===== config.mk =====
export PLATFORM = sky130hd
export DESIGN_NAME = pipe_stage_buf
export DESIGN_NICKNAME = d
export VERILOG_FILES = /design/src/rtl/pipe_pkg.sv /design/src/rtl/pipe_stage_buf_sat_counter.sv /design/src/rtl/pipe_stage_buf.sv
export SDC_FILE = /design/constraint.sdc
export NUM_CORES = 1
export LEC_CHECK = 0
export CAP_MARGIN = 20
export CORE_ASPECT_RATIO = 0.7
export CORE_MARGIN = 5
export CORE_UTILIZATION = 44
export DETAILED_ROUTE_END_ITERATION = 12
export HOLD_SLACK_MARGIN = 0.08
export PLACE_DENSITY = 0.73
export SYNTH_ARGS = -nofsm -noshare
export SYNTH_HDL_FRONTEND = slang
export SYNTH_SLANG_ARGS = --single-unit

===== constraint.sdc =====
create_clock -name clk_i -period 16.8 [get_ports clk_i]
set_input_delay 4.2 -clock clk_i [delete_from_list [all_inputs] [get_ports clk_i]]
set_output_delay 4.2 -clock clk_i [all_outputs]
set_load 0.03 [all_outputs]

===== src/rtl/pipe_pkg.sv =====
// Shared definitions for the CPU pipeline-stage buffers.
package pipe_pkg;

  localparam logic [1:0] ST_EMPTY = 2'd0;
  localparam logic [1:0] ST_ONE   = 2'd1;
  localparam logic [1:0] ST_TWO   = 2'd2;

  // RV32I canonical NOP (addi x0, x0, 0), handy as a BUBBLE_VAL override
  localparam logic [31:0] NOP_INSTR = 32'h0000_0013;

endpackage


===== src/rtl/pipe_stage_buf_sat_counter.sv =====
// Saturating accumulator: adds add_i when en_i is high and sticks at all-ones.
module sat_counter #(
  parameter int CNT_W = 16,
  parameter int ADD_W = 2
) (
  input  logic             clk_i,
  input  logic             rst_i,
  input  logic             en_i,
  input  logic [ADD_W-1:0] add_i,
  output logic [CNT_W-1:0] cnt_o
);

  localparam logic [CNT_W-1:0] CNT_MAX = '1;

  logic [CNT_W-1:0] cnt_q;

  // One spare bit holds the carry; any carry means the true sum exceeds CNT_MAX
  function automatic logic [CNT_W-1:0] sat_add(input logic [CNT_W-1:0] a,
                                               input logic [ADD_W-1:0] b);
    logic [CNT_W:0] sum;
    sum = {1'b0, a} + (CNT_W+1)'(b);
    return sum[CNT_W] ? CNT_MAX : sum[CNT_W-1:0];
  endfunction

  always_ff @(posedge clk_i or negedge rst_i) begin
    if (!rst_i) begin
      cnt_q <= '0;
    end else if (en_i) begin
      cnt_q <= sat_add(cnt_q, add_i);
    end
  end

  assign cnt_o = cnt_q;

endmodule


===== src/rtl/pipe_stage_buf.sv =====
// Elastic two-entry pipeline-stage register with flush/stall and a registered
// upstream ready, plus a saturating count of entries squashed by flush.
module pipe_stage_buf
  import pipe_pkg::*;
#(
  parameter int                DATA_W     = 96,
  parameter logic [DATA_W-1:0] BUBBLE_VAL = {DATA_W{1'b0}},
  parameter int                CNT_W      = 16
) (
  input  logic              clk_i,
  input  logic              rst_i,
  input  logic              flush_i,
  input  logic              stall_i,
  input  logic              in_valid_i,
  output logic              in_ready_o,
  input  logic [DATA_W-1:0] in_data_i,
  output logic              out_valid_o,
  input  logic              out_ready_i,
  output logic [DATA_W-1:0] out_data_o,
  output logic [1:0]        occ_o,
  output logic [CNT_W-1:0]  flush_cnt_o
);

  logic [1:0]        state_q, state_d;
  logic              in_ready_q;
  logic [DATA_W-1:0] main_q, skid_q;
  logic              main_we, main_from_skid, skid_we;
  logic              acc, deq;
  logic [1:0]        flush_add;

  assign out_valid_o = (state_q != ST_EMPTY);
  assign occ_o       = state_q;
  assign in_ready_o  = in_ready_q;
  assign out_data_o  = out_valid_o ? main_q : BUBBLE_VAL;

  assign acc = in_valid_i & in_ready_q & ~flush_i;
  assign deq = out_valid_o & out_ready_i & ~stall_i & ~flush_i;

  always_comb begin
    state_d        = state_q;
    main_we        = 1'b0;
    main_from_skid = 1'b0;
    skid_we        = 1'b0;
    if (flush_i) begin
      state_d = ST_EMPTY;
    end else begin
      case (state_q)
        ST_EMPTY: begin
          if (acc) begin
            state_d = ST_ONE;
            main_we = 1'b1;
          end
        end
        ST_ONE: begin
          if (acc && deq) begin
            main_we = 1'b1;
          end else if (deq) begin
            state_d = ST_EMPTY;
          end else if (acc) begin
            skid_we = 1'b1;
            state_d = ST_TWO;
          end
        end
        ST_TWO: begin
          // in_ready_q is low here, so only a dequeue can happen
          if (deq) begin
            main_we        = 1'b1;
            main_from_skid = 1'b1;
            state_d        = ST_ONE;
          end
        end
        default: state_d = ST_EMPTY;
      endcase
    end
  end

  // ---- registered control ----
  always_ff @(posedge clk_i or negedge rst_i) begin
    if (!rst_i) begin
      state_q    <= ST_EMPTY;
      in_ready_q <= 1'b1;
    end else begin
      state_q    <= state_d;
      in_ready_q <= (state_d != ST_TWO);
    end
  end

  // ---- payload registers (unreset, hidden behind out_valid_o) ----
  always_ff @(posedge clk_i) begin
    if (main_we) main_q <= main_from_skid ? skid_q : in_data_i;
    if (skid_we) skid_q <= in_data_i;
  end

  // Held entries plus an entry being accepted this cycle are all squashed
  assign flush_add = state_q + {1'b0, in_valid_i & in_ready_q};

  sat_counter #(
    .CNT_W (CNT_W),
    .ADD_W (2)
  ) u_flush_cnt (
    .clk_i (clk_i),
    .rst_i (rst_i),
    .en_i  (flush_i),
    .add_i (flush_add),
    .cnt_o (flush_cnt_o)
  );

endmodule


Word level (Yosys, flattened, before mapping)
Cells that the tools add are included.

Word-level logic and storage cells: 41. Output and inout port bits: 116. Flip-flop bits (word level): 211. Input port bits: 102.

Add/subtract/negate cells: 2. Muxes and demuxes: 21. Bitwise operators: 7. Reduce and logical (&&, ||, !) cells: 3. Equal/unequal tests: 3.

Operator list (number): 96-bit two-way mux (2); 16-bit by 2-bit adder with 17-bit output (1); 16-bit two-way mux (1); 2-bit two-way mux (6); 1-bit two-way mux (10); 2-bit case mux with 3 select lines (1); 1-bit AND (5); 1-bit case mux with 3 select lines (1); 2-bit by 1-bit adder with 2-bit output (1); 2-bit by 1-bit equality test with 1-bit output (second input constant) (1); 2-bit equality test (second input constant) (1); 2-bit zero test (1); 2-bit != test (second input constant) (1); 1-bit inverter (2); 2-bit nonzero test (1); 1-bit logical AND (1).

Logic depth before layout (Yosys ltp)
Depth in word-level cells: 9. Mapped depth: 9. Depth with buffers taken out: 9.

Hierarchy
Synthesis repeated with hierarchy kept, for this count alone.

Cell total of the unflattened synthesis: 511. Area total of the unflattened synthesis: 8632.0 um^2.

Modules (own cells, without submodules): pipe_stage_buf (sequential area each 5841.9 um^2, area an instance 7770.0 um^2, times used 1, cells an instance 426); sat_counter (sequential area each 400.4 um^2, area an instance 862.1 um^2, times used 1, cells an instance 85).

Worst setup path before layout
OpenSTA, ideal clock, no wires.

Path kind: in2reg. From: input in_valid_i. To: register main_q[0], enable pin. Slack: 7.067 ns. Buffers on the path: 0. Arrival: 9.151 ns. Stages: 4. Setup time: 0.582 ns. Data required time: 16.218 ns. Cell sequence: nand2_1 -> nor2_1 -> nand2_1 -> a21oi_1.

Cells in the longest elaborated chain, start to end: 6. Elaborated cells on any way between the ends: 7. Those cells by class: mux (4); bitwise (2); reduce/logical (1).

RTL lines: from (decl) (RTL line pipe_stage_buf.sv:14) `input logic in_valid_i,`; 1-bit AND * (2 in a row) (RTL line pipe_stage_buf.sv:36) `assign acc = in_valid_i & in_ready_q & ~flush_i;`; 1-bit logical AND (RTL line pipe_stage_buf.sv:55) `if (acc && deq) begin`; 1-bit two-way mux (RTL line pipe_stage_buf.sv:55); 1-bit case mux with 3 select lines * (RTL line pipe_stage_buf.sv:47) `case (state_q)`; 1-bit two-way mux * (RTL line pipe_stage_buf.sv:44) `if (flush_i) begin`; named net main_we (RTL line pipe_stage_buf.sv:27) `logic main_we, main_from_skid, skid_we;`; to (signal assigned) (RTL line pipe_stage_buf.sv:90) `if (main_we) main_q <= main_from_skid ? skid_q : in_data_i;`; to (decl) (RTL line pipe_stage_buf.sv:26) `logic [DATA_W-1:0] main_q, skid_q;`.

Mark *: on every way through the listed nets, which the timed path passes. The rest lies on a longest branch. A chain may end at the register's enable or synchronous reset.

Worst setup path in the final report
From: register state_q[0], in the netlist occ_o[0]. To: output out_data_o[19].

Cells in the longest elaborated chain, start to end: 2.

RTL lines: from (decl) (RTL line pipe_stage_buf.sv:24) `logic [1:0] state_q, state_d;`; from (signal assigned) (RTL line pipe_stage_buf.sv:83) `state_q <= state_d;`; 2-bit nonzero test (RTL line pipe_stage_buf.sv:31) `assign out_valid_o = (state_q != ST_EMPTY);`; 96-bit two-way mux (RTL line pipe_stage_buf.sv:34) `assign out_data_o = out_valid_o ? main_q : BUBBLE_VAL;`; to (decl) (RTL line pipe_stage_buf.sv:19) `output logic [DATA_W-1:0] out_data_o,`.

No other way between the ends.

==> impl_metrics.json <==
{
  "status": "finished clean",
  "rr_worst_depth": 5,
  "slowest_delay_ps": 690,
  "cts_buffers": 21,
  "cts_tree": "done",
  "finalHoldViolations": 0,
  "final_cell_mix": "clkdlybuf4s50_1 (217), edfxtp_1 (192), and2_1 (96)",
  "finalSetupTns_ps": 0,
  "power.share.switching_pct": 25.18,
  "hold_depth": 1,
  "yosysSeqAreaShare_pct": 71.85,
  "vias_per_cell": 4.990,
  "p_sw_mw": 0.3183,
  "die-area_sq_um": 22700,
  "drtPass1Iterations": 4,
  "synth_top_area_share_pct": 66.36,
  "combPwrFrac_pct": 16.3,
  "required_ps": 12600,
  "holdPathEnd": "main_q[91]$_DFFE_PP_",
  "synth_cell_type_count": 42,
  "p_int_mw": 0.9456,
  "fillCellCount": 1532,
  "r2r_slack_ps": 13720,
  "yosys_warnings": 0,
  "synth_edf_count": 192,
  "clockBufferDepth": 3,
  "core_sq_um": 19580,
  "cp-start-kind": "flip-flop",
  "grt_use_total_pct": 16.37,
  "floorplan.initialDensity_pct": 44.36,
  "syn-instance-count": 520,
  "arrival_ps": 3030,
  "synth_flop_cell": "edfxtp_1",
  "finalSetupViolations": 0,
  "p_seq_share_pct": 49.2,
  "clock-root-buffer": "clkbuf_16",
  "synth_fp_nets": 626,
  "crit_slowest_cell": "clkdlybuf4s50_1",
  "yosysTopAreaCell": "edfxtp_1",
  "power_mw": 1.264,
  "ir_drop_v": 0.00005610,
  "vias": 5115,
  "power_frac_clock_pct": 34.6,
  "die_w_um": 178.0,
  "slew_headroom_pct": 30.16,
  "drive_gt1_share_pct": 13.91,
  "die_h_um": 127.6,
  "post-route-min-period_ps": 7234,
  "wl_um": 19200,
  "grt_pass1_vias": 5287,
  "yosys-top-cells-area": "edfxtp_1 (66%), mux2_2 (7.3%), and2_1 (6.9%)",
  "worstHoldPathType": "flip-flop to flip-flop",
  "p_per_area_nw_per_um2": 107.7,
  "route.detailed.drc": 0,
  "syn-mean-instance-area_sq_um": 16.71,
  "layout_commonest_cell": "clkdlybuf4s50_1",
  "core.rowCount": 43,
  "drv_cap": 0,
  "clock_sinks": 211,
  "io_pins": 218,
  "wl_per_cell_um": 18.73,
  "clock_latency_ps": 480,
  "hold_buffers": 0,
  "postCtsSetupRepairBufs": 0,
  "grt.overflow.total": 0,
  "leakagePower_nw": 4.036,
  "cp_cell_sequence": "or2_2 -> buf_4 -> and2_1 -> clkdlybuf4s50_1",
  "dp_hpwl_um": 13030,
  "clk_pin_slew_ps": 70,
  "grt_max_degree": 78,
  "yosys_register_bits": 211,
  "critPathKind": "flip-flop to output port",
  "rr_startpoint": "in_ready_o$_DFF_PN1_",
  "dp_slack_ps": 9537,
  "cp-end-kind": "output port",
  "synth_area_sq_um": 8688,
  "fmax_mhz": 138.2,
  "layout.nets": 847,
  "ant_nets": 0,
  "tightest_slew_ps": 1045,
  "area_delta_synth_final_pct": 35.04,
  "antennaDiodeCount": 0,
  "drt_iter0_drc": 339,
  "cts_resized": 0,
  "slew_violations": 0,
  "post-route-period-util_pct": 43.06,
  "grt_pass1_wl_um": 29350,
  "setup_slack_ps": 9566,
  "gp_congestion": 0.8647,
  "skew_ps": 10.58,
  "io_buffer_count": 217,
  "worstHoldStart": "skid_q[91]$_DFFE_PP_",
  "rsz0062_at_grt": "false",
  "htreeDepth": 1,
  "worstReg2RegEnd": "main_q[23]$_DFFE_PP_",
  "ys_async_sr_fraction_pct": 9.005,
  "antenna_found_initial": 1,
  "critical_path_peak_fanout": 63
}
[worst max-delay path by stage]
stage | from | to | slack (ps) | cells after the start
after floorplan | in_valid_i | main_q[0]$_DFFE_PP_ | 7070 | 4
after global placement | out_ready_i | main_q[2]$_DFFE_PP_ | 9650 | 6
after detailed placement | in_valid_i | main_q[14]$_DFFE_PP_ | 9540 | 6
after CTS | occ_o[0]$_DFF_PN0_ | out_data_o[15] | 9510 | 4
after global routing | occ_o[0]$_DFF_PN0_ | out_data_o[21] | 9330 | 4
final | occ_o[0]$_DFF_PN0_ | out_data_o[19] | 9570 | 4
[state kept, by name, summed over array words and instances (netlist names)]
| signal | flops |
|---|---|
| in_ready_o | 1 |
| occ_o | 2 |
| u_flush_cnt.cnt_o | 16 |
| main_q | 96 |
| skid_q | 96 |
[layer usage]
metal,vias up,track usage (%),part of all wire [%]
met2,193,25.26,46
met4,2,4.455,2.7
met3,45,3.934,7.4
li1,2378,-,-
met1,2497,23.43,44
met5,-,0,0.068
[critical path: cells and delay by family (launching register included)]
family        cells  cell delay (ps)
simple gates      2              750
buf+inv           2             1210
flops             1              520
[cell families after synthesis]
logic type / count (synthesis) / share of synthesized area, %
flip-flops: 211 / 71.85
AND/OR/NAND/NOR: 152 / 10.71
multiplexers: 96 / 12.44
buffers and inverters: 28 / 2.088
AO/OA/AOI/OAI: 23 / 1.555
XOR/XNOR: 6 / 0.6914
adder cells (fa/ha/maj): 4 / 0.6625
[Yosys cell counts, types with 2 or more instances]
master,instances
a21oi_1,9
a31oi_1,6
a41oi_1,2
and2_1,96
and3_1,3
buf_4,5
buf_8,4
clkbuf_1,9
clkbuf_2,4
dfrtp_1,18
edfxtp_1,192
ha_1,3
inv_1,5
mux2_1,40
mux2_2,56
nand2_1,12
nand2b_1,2
nand3_1,5
nand4_1,4
nor2_1,10
nor2b_1,3
nor3_1,5
nor4_1,2
o21ai_0,4
xnor2_1,3
xor2_1,2
[per-stage QoR]
| stage | cell area (sq um) | utilization [%] | hold slack (ps) | instances |
|---|---|---|---|---|
| floorplan | 8688 | - | 508.3 | 520 |
| global placement | 11080 | 56.59 | 513.5 | 988 |
| detailed placement | 11080 | 56.59 | 517.9 | 988 |
| CTS | 11730 | 59.91 | 534.5 | 1025 |
| global route | 11730 | 59.91 | 543.9 | 1025 |
| finish | 11730 | 59.91 | 533.7 | 1025 |
[power by group through the flow]
stage / logic (mW) / registers, mW / clock network, mW
6_report: 0.206 / 0.621 / 0.437
5_1_grt: 0.218 / 0.624 / 0.473
4_1_cts: 0.208 / 0.621 / 0.451
3_5_place_dp: 0.207 / 0.632 / 0
3_3_place_gp: 0.203 / 0.631 / 0
2_1_floorplan: 0.0927 / 0.648 / 0
[layout make-up]
type,instances,area [sq um],area share (%)
Clock buffer,27,599.3,5.108
Clock inverter,10,51.30,0.4372
Inverter,5,18.77,0.1600
Multi-Input combinational cell,281,2281,19.44
Sequential cell,211,6242,53.20
Tap cell,270,337.8,2.879
Timing Repair Buffer,221,2202,18.77
Power figures use the tool's default switching activity.
